===== src/rtl/uart_pkg.sv =====
// Shared definitions for the UART transmit arbiter: FSM encoding, the
// default frame width and a constant-foldable ceil(log2) helper.
package uart_pkg;

    typedef enum logic [1:0] {
        IDLE = 2'd0,
        WAIT = 2'd1,
        GAP  = 2'd2
    } state_e;

    localparam int DBIT_DEFAULT = 8;

    // ceil(log2(value)); returns 0 for value <= 1
    function automatic int clog2(input int value);
        int result;
        int v;
        result = 0;
        v      = value - 1;
        while (v > 0) begin
            result = result + 1;
            v      = v >> 1;
        end
        return result;
    endfunction

endpackage


===== src/rtl/rr_pick.sv =====
// Combinational round-robin selector: picks the first asserted request
// after last_gnt, wrapping modulo NREQ. Lowest priority goes to last_gnt.
module rr_pick
    import uart_pkg::*;
#(
    parameter int NREQ = 4
) (
    input  logic [NREQ-1:0]        req,
    input  logic [clog2(NREQ)-1:0] last_gnt,
    output logic [NREQ-1:0]        gnt,
    output logic [clog2(NREQ)-1:0] gnt_idx
);

    localparam int IDXW = clog2(NREQ);

    // Scan last_gnt+1, last_gnt+2, ... and stop at the first set bit
    always_comb begin : pick
        logic            found;
        logic [IDXW-1:0] idx;
        // NOTE: every output of a combinational block gets a default before
        // any conditional logic, otherwise a path that skips the assignment
        // makes synthesis hold the old value in a latch.
        gnt     = '0;
        gnt_idx = last_gnt;
        found   = 1'b0;
        idx     = '0;
        for (int i = 1; i <= NREQ; i++) begin
            idx = IDXW'((int'(last_gnt) + i) % NREQ);
            if (!found && req[idx]) begin
                found      = 1'b1;
                gnt[idx]   = 1'b1;
                gnt_idx    = idx;
            end
        end
    end

endmodule


===== src/rtl/uart_tx_arbiter.sv =====
// Round-robin arbiter sharing one UART transmitter among NREQ producers.
// Grants a byte, pulses tx_start, waits for tx_done_tick (or a timeout
// counted in s_tick pulses) and then holds an inter-frame gap.
module uart_tx_arbiter
    import uart_pkg::*;
#(
    parameter int NREQ          = 4,
    parameter int DBIT          = DBIT_DEFAULT,
    parameter int GAP_TICKS     = 16,
    parameter int TIMEOUT_TICKS = 320
) (
    input  logic                 clk,
    input  logic                 reset,
    input  logic                 s_tick,
    input  logic [NREQ-1:0]      req,
    input  logic [NREQ*DBIT-1:0] req_data,
    output logic [NREQ-1:0]      ack,
    output logic                 tx_start,
    output logic [DBIT-1:0]      tx_din,
    input  logic                 tx_done_tick,
    output logic                 busy,
    output logic                 err_timeout
);

    localparam int IDXW    = clog2(NREQ);
    localparam int CNT_TOP = (GAP_TICKS > TIMEOUT_TICKS) ? GAP_TICKS : TIMEOUT_TICKS;
    localparam int CNT_W   = (clog2(CNT_TOP + 1) < 1) ? 1 : clog2(CNT_TOP + 1);

    // A finished (or aborted) frame skips the gap entirely when it is zero
    localparam state_e DONE_NEXT = (GAP_TICKS == 0) ? IDLE : GAP;

    state_e           state_q,       state_d;
    logic [CNT_W-1:0] cnt_q,         cnt_d;
    logic [IDXW-1:0]  last_gnt_q,    last_gnt_d;
    logic [NREQ-1:0]  ack_q,         ack_d;
    logic             tx_start_q,    tx_start_d;
    logic [DBIT-1:0]  tx_din_q,      tx_din_d;
    logic             busy_q,        busy_d;
    logic             err_timeout_q, err_timeout_d;

    logic [NREQ-1:0]  gnt;
    logic [IDXW-1:0]  gnt_idx;
    logic [CNT_W-1:0] cnt_inc;

    rr_pick #(
        .NREQ (NREQ)
    ) u_rr_pick (
        .req      (req),
        .last_gnt (last_gnt_q),
        .gnt      (gnt),
        .gnt_idx  (gnt_idx)
    );

    // Saturating increment: the tick counter must never wrap back to zero
    assign cnt_inc = (cnt_q == '1) ? cnt_q : cnt_q + CNT_W'(1);

    // Next-state and registered-output logic for the IDLE/WAIT/GAP FSM
    always_comb begin
        state_d       = state_q;
        cnt_d         = cnt_q;
        last_gnt_d    = last_gnt_q;
        tx_din_d      = tx_din_q;
        ack_d         = '0;
        tx_start_d    = 1'b0;
        err_timeout_d = 1'b0;

        unique case (state_q)
            IDLE: begin
                if (|req) begin
                    ack_d      = gnt;
                    tx_start_d = 1'b1;
                    last_gnt_d = gnt_idx;
                    state_d    = WAIT;
                    cnt_d      = '0;
                    for (int i = 0; i < NREQ; i++) begin
                        if (gnt[i]) begin
                            tx_din_d = req_data[i*DBIT +: DBIT];
                        end
                    end
                end
            end

            WAIT: begin
                // A done tick coinciding with the final s_tick is a normal
                // completion, so it is tested before the timeout.
                if (tx_done_tick) begin
                    state_d = DONE_NEXT;
                    cnt_d   = '0;
                end else if (s_tick) begin
                    if (cnt_inc >= CNT_W'(TIMEOUT_TICKS)) begin
                        err_timeout_d = 1'b1;
                        state_d       = DONE_NEXT;
                        cnt_d         = '0;
                    end else begin
                        cnt_d = cnt_inc;
                    end
                end
            end

            GAP: begin
                if (s_tick) begin
                    if (cnt_inc >= CNT_W'(GAP_TICKS)) begin
                        state_d = IDLE;
                        cnt_d   = '0;
                    end else begin
                        cnt_d = cnt_inc;
                    end
                end
            end

            default: begin
                state_d = IDLE;
                cnt_d   = '0;
            end
        endcase

        // Registered from the next state so busy rises together with tx_start
        busy_d = (state_d != IDLE);
    end

    // State and output registers; reset abandons any frame in flight
    always_ff @(posedge clk or posedge reset) begin
        if (reset) begin
            state_q       <= IDLE;
            cnt_q         <= '0;
            last_gnt_q    <= IDXW'(NREQ - 1);
            ack_q         <= '0;
            tx_start_q    <= 1'b0;
            tx_din_q      <= '0;
            busy_q        <= 1'b0;
            err_timeout_q <= 1'b0;
        end else begin
            // NOTE: clocked state uses non-blocking assignments so every
            // register samples the pre-edge values, independent of the
            // order statements or always blocks are evaluated in.
            state_q       <= state_d;
            cnt_q         <= cnt_d;
            last_gnt_q    <= last_gnt_d;
            ack_q         <= ack_d;
            tx_start_q    <= tx_start_d;
            tx_din_q      <= tx_din_d;
            busy_q        <= busy_d;
            err_timeout_q <= err_timeout_d;
        end
    end

    assign ack         = ack_q;
    assign tx_start    = tx_start_q;
    assign tx_din      = tx_din_q;
    assign busy        = busy_q;
    assign err_timeout = err_timeout_q;

endmodule


===== config.mk =====
export PLATFORM = sky130hd
export DESIGN_NAME = uart_tx_arbiter
export DESIGN_NICKNAME = d
export VERILOG_FILES = /design/src/rtl/uart_pkg.sv /design/src/rtl/rr_pick.sv /design/src/rtl/uart_tx_arbiter.sv
export SDC_FILE = /design/constraint.sdc
export NUM_CORES = 1
export LEC_CHECK = 0
export CELL_PAD_IN_SITES_DETAIL_PLACEMENT = 0
export CELL_PAD_IN_SITES_GLOBAL_PLACEMENT = 2
export CORE_UTILIZATION = 29
export DETAILED_ROUTE_END_ITERATION = 8
export PLACE_DENSITY = 0.79
export SETUP_SLACK_MARGIN = 0.4
export SYNTH_ARGS = -nofsm -noshare
export SYNTH_HDL_FRONTEND = slang
export SYNTH_SLANG_ARGS = --single-unit

===== constraint.sdc =====
create_clock -name clk -period 3.6 [get_ports clk]
set_clock_uncertainty 0.15 [all_clocks]
set_input_delay 0.72 -clock clk [delete_from_list [all_inputs] [get_ports clk]]
set_output_delay 0.72 -clock clk [all_outputs]
set_load 0.05 [all_outputs]

### Yosys cells after proc, flatten, opt, wreduce, memory -nomap -nowiden

Index checks and enable logic that the tools add are counted.

| storage, ports and cells | value |
|---|---|
| register bits | 28 |
| bits in latches | 0 |
| bits in writable memories | 0 |
| ROM bits | 0 |
| bits of input ports | 40 |
| output and inout port bits | 15 |
| logic and storage cells | 104 |
| memories kept | 0 |

| cells by class | value |
|---|---|
| add/subtract/negate cells | 5 |
| multipliers | 0 |
| divide/modulo/power cells | 0 |
| magnitude comparators | 10 |
| equality and inequality tests | 6 |
| shift-type cells | 0 |
| multiplexer cells | 54 |
| bitwise logic cells | 3 |
| reduce and logical (&&, ||, !) cells | 18 |

Operator list:

| cell | count |
|---|---|
| $mux 9 | 7 |
| $mux 8 | 4 |
| $pmux 9 s3 | 1 |
| $mux 4 | 6 |
| $mux 2 | 10 |
| $mux 1 | 17 |
| $lt 2x3->1 const B | 4 |
| $or 4x4->4 | 3 |
| $add 9x1->9 const B | 1 |
| $eq 9x9->1 const B | 1 |
| $ge 9x5->1 const B | 1 |
| $ge 9x9->1 const B | 1 |
| $reduce_and 3->1 | 3 |
| $bmux 1 s2 | 4 |
| $demux 1 s2 | 4 |
| $ge 2x1->1 const B | 4 |
| $reduce_bool 4->1 | 2 |
| $logic_and 1x1->1 | 7 |
| $pmux 2 s3 | 1 |
| $add 2x1->2 const B | 2 |
| $add 2x2->2 const B | 2 |
| $ne 2x2->1 const B | 2 |
| $reduce_or 4->1 | 1 |
| $logic_not 1->1 | 3 |
| other kinds (5) | 5 |

### Longest topological paths before layout

| logic depth | value |
|---|---|
| depth after elaboration | 17 |
| gate-level depth with buffers | 11 |
| depth with buffers taken out | 8 |

### By module

A second synthesis with hierarchy kept.

| second synthesis, totals | value |
|---|---|
| cell total of the unflattened synthesis | 229 |
| area total of the unflattened synthesis | 2,090.8 µm² |

By module, submodules not included:

| module | times used | cells each | area an instance (µm²) | seq. area each (µm²) |
|---|---|---|---|---|
| uart_tx_arbiter | 1 | 187 | 1,661.6 | 703.2 |
| rr_pick | 1 | 42 | 429.2 | 0.0 |

### Worst setup path before layout

No wires, ideal clock.

| timing | value |
|---|---|
| path kind | reg-to-reg |
| start | register last_gnt_q[0] |
| end | register tx_din_q[0], in the netlist tx_din[0] |
| library setup time | 86 ps |
| data arrival time | 2,625 ps |
| required time | 3,364 ps |
| path slack | 740 ps |
| cell stages (with the launch flop) | 12 |
| path buffers | 3 |
| clock period less this slack | 2,860 ps |
| cells stage by stage | dfstp_2 > buf_6 > inv_1 > ha_1 > mux4_2 > buf_2 > a21oi_1 > a22o_1 > nand2_1 > buf_2 > a311o_1 > a32oi_1 |

| between the ends | value |
|---|---|
| longest elaborated chain between the ends | 16 |
| elaborated cells on any way between the ends | 53 |
| classes of those cells | add/sub (4); order compare (8); mux (26); bitwise (3); reduce/logical (12) |

Ends and longest elaborated chain:

| item | line | RTL |
|---|---|---|
| start, declared | uart_tx_arbiter.sv:34 | `logic [IDXW-1:0] last_gnt_q, last_gnt_d;` |
| start signal, assigned | uart_tx_arbiter.sv:126 | `last_gnt_q <= IDXW'(NREQ - 1);` |
| start signal, assigned | uart_tx_arbiter.sv:138 | `last_gnt_q <= last_gnt_d;` |
| branches (longest 12 deep; another with $lt 2x3->1) | -- |  |
| $mux 4 (*) | rr_pick.sv:29 | `if (!found && req[idx]) begin` |
| $mux 8 (3 in series) | uart_tx_arbiter.sv:76 | `if (gnt[i]) begin` |
| end signal, assigned | uart_tx_arbiter.sv:141 | `tx_din_q <= tx_din_d;` |
| end, declared | uart_tx_arbiter.sv:37 | `logic [DBIT-1:0] tx_din_q, tx_din_d;` |

Every way passes the cells marked *. The select of a mux whose other input is x is not followed.
A chain may end at the register's enable or synchronous reset.

### Final worst setup path

| timing | value |
|---|---|
| start | input port req[0] |
| end | register tx_din_q[7], in the netlist tx_din[7] |

| between the ends | value |
|---|---|
| longest elaborated chain between the ends | 15 |
| elaborated cells on any way between the ends | 30 |
| classes of those cells | mux (18); bitwise (3); reduce/logical (9) |

Ends and longest elaborated chain:

| item | line | RTL |
|---|---|---|
| start, declared | uart_tx_arbiter.sv:15 | `input logic [NREQ-1:0] req,` |
| $bmux 1 s2 | rr_pick.sv:29 |  |
| $mux 1 (implied by the code) | rr_pick.sv:29 |  |
| $mux 1 | rr_pick.sv:29 |  |
| $logic_not 1->1 | rr_pick.sv:29 |  |
| $logic_and 1x1->1 | rr_pick.sv:29 |  |
| $mux 1 | rr_pick.sv:29 |  |
| $logic_not 1->1 | rr_pick.sv:29 |  |
| $logic_and 1x1->1 | rr_pick.sv:29 |  |
| $mux 1 | rr_pick.sv:29 |  |
| $logic_not 1->1 | rr_pick.sv:29 |  |
| $logic_and 1x1->1 | rr_pick.sv:29 |  |
| $mux 4 | rr_pick.sv:29 |  |
| $mux 8 (3 in series) | uart_tx_arbiter.sv:76 |  |

Parallel ways exist; a longest one is shown, timed or not. The select of a mux whose other input is x is not followed.

==> metrics.yaml <==
outcome: "finished clean"
synth_nets: 307
synthAdderAreaFrac_pct: 6.83
clk_pin_slew_ns: 0.11
cts.path.max_buffers: 2
synthTopCellsByArea: "dfrtp_1 30%, ha_1 6.8%, a21oi_1 6.6%"
cts_sinks: 28
rrSetupSlack_ns: 0.58
wirelength_um: 6180
numPortBuffers: 54
track_usage_pct: 16.0
cp_max_fo: 9
diodes: 0
drc_errors: 0
hpwl_um: 4550
final_common_cell: "clkdlybuf4s50_1"
fin_tns_setup_ns: 0
multi_input_area_mm2: 0.00133
synth_top_family_by_area: "compound AO/OA/AOI/OAI gates"
netlist.area_leader.share_pct: 29.6
vdd_ir_drop_max_mv: 0.358
gp_congestion: 0.761
fin_crit_sh_pct: 86.1
crit_path_start_kind: "input pin"
ys_seq_elements: 28
grt_first_pass_wirelength_um: 9810
ios: 55
avgRoutedWirePerCell_um: 14.9
hold_buffers: 0
fillers: 773
drive_gt1_share_pct: 10.4
yosys_warnings: 0
synthXorXnorAreaFrac_pct: 0.399
die_width_um: 89.0
dieHeight_um: 89.0
dieArea_mm2: 0.00793
synthArstFlopShare_pct: 100
rsz0062_at_grt: "no"
dp_cells: 407
synthFlopType: "dfrtp_1"
grt_max_degree: 28
setup_viol: 0
final_cell_mix: "54 x clkdlybuf4s50_1, 29 x a21oi_1, 26 x dfrtp_1"
grt_pass1_vias: 1953
synth_compound_area_share_pct: 30.3
crit_type: "in2reg"
syn_to_final_growth_pct: 35.3
fin_hold_ws_ns: 0.372
vias: 2151
relSlewSlack_pct: 31.0
layout.area.seq_um2: 703
ant_nets: 0
hold_viol: 0
max_cap_viol_count: 0
critPathRequiredTime_ns: 3.64
first_pass_iters: 4
maxSlewViolCount: 0
cts_tree: "built"
p_per_area_mw_per_mm2: 992
yosysTopAreaCell: "dfrtp_1"
syn_area_per_cell_um2: 8.62
synth.distinct_cells: 49
muxShareOfSynthArea_pct: 3.25
netlist_instances: 255
cts_max_level: 1
antenna_found_initial: 0
p_total_uw: 2950
std_cell_rows: 31
initial_core_util_pct: 30.1
worstPathArrival_ns: 3.14
synth_area_mm2: 0.00220
drt_iter0_drc: 157
instances_no_fill: 416
leakagePower_uw: 0.00118
worstMarginPinSlew_ns: 1.03
root_buffer: "clkbuf_8"
numCtsBuffers: 3
vias_per_cell: 5.17
max_freq_ghz: 0.323
clock_latency_ns: 0.28
fin_nets: 370
crit_path_end_kind: "flop"
grt-ovfl-total: 0
yosysSeqAreaShare_pct: 32.0
synthSimpleGateAreaFrac_pct: 19.9
hold_class: "reg2reg"
period_minus_slack_ns: 3.10
core_area_mm2: 0.00729
synth_edf_count: 0
==> worst max-delay path: stages <==
cell and delay (ns):
clkdlybuf4s50_1 0.56, mux4_2 0.63, a21oi_2 0.21, a22o_1 0.17, buf_4 0.16, nand3_1 0.11
a311o_1 0.37, a32oi_1 0.19
==> flip-flops by register name, indices dropped and copies added, names as in the netlist <==
name         count
ack              4
busy             1
cnt_q            9
err_timeout      1
last_gnt_q       2
state_q          2
tx_din           8
tx_start         1
==> what timing repair did <==
| action | in CTS | in global routing |
|---|---|---|
| buffers inserted | 0 | 5 |
| setup endpoints to repair | 0 | 7 |
| gates resized for setup | 0 | 2 |
==> Yosys cell counts, types with 5 or more instances <==
library cell,number
inv_1,22
a21oi_1,29
or3_1,5
a311o_1,8
a32oi_1,8
nand3b_1,7
o21ai_0,15
ha_1,12
nor2_1,16
o21ai_1,9
nand3_1,21
dfrtp_1,26
nand2_1,11
==> final timing paths <==
kind,from,end,cells after the start
worst min register to register,tx_din[5],tx_din[5],2
max in group asynchronous,reset,last_gnt_q[0],3
worst max-delay path,req[0],tx_din[7],8
min in group asynchronous,reset,ack[2],2
worst min-delay path,tx_din[5],tx_din[5],2
worst max register to register,last_gnt_q[1],tx_din[7],9
==> final cells by class <==
type / instances / share of cell area [%]
Inverter: 22 / 2.78
Clock inverter: 1 / 1.01
Sequential cell: 28 / 23.7
Timing Repair Buffer: 70 / 22.2
Clock buffer: 3 / 1.39
Tap cell: 99 / 4.17
Multi-Input combinational cell: 193 / 44.8
==> per-layer routing <==
layer / vias to the layer above / GRT usage (%) / share of wire [%]
li1: 1084 / - / -
met1: 1001 / 23.4 / 46
met2: 64 / 25.5 / 47
met3: 2 / 2.95 / 6.0
met4: 0 / 1.73 / 0.34
met5: - / 0 / 0
==> through the flow <==
stage	instance area (µm²)	utilization [%]	setup WS (ns)
global route	2970	40.8	0.400
detailed placement	2870	39.3	0.179
CTS	2940	40.3	0.476
global placement	2870	39.3	0.184
floorplan	2200	-	0.740
finish	2970	40.8	0.500
==> report_power, final <==
group | switching, µW | internal (µW) | leakage (µW)
clock | 109 | 149 | 0.0000357
combinational | 1270 | 908 | 0.000790
sequential | 75.0 | 440 | 0.000352
total | 1450 | 1500 | 0.00118
==> kinds of logic after synthesis <==
logic type	Yosys count
XOR/XNOR	1
buffers and inverters	34
multiplexers	3
adder cells (fa/ha/maj)	12
flip-flops	28
AO/OA/AOI/OAI	96
AND/OR/NAND/NOR	81
(Power assumes the default switching activity.)
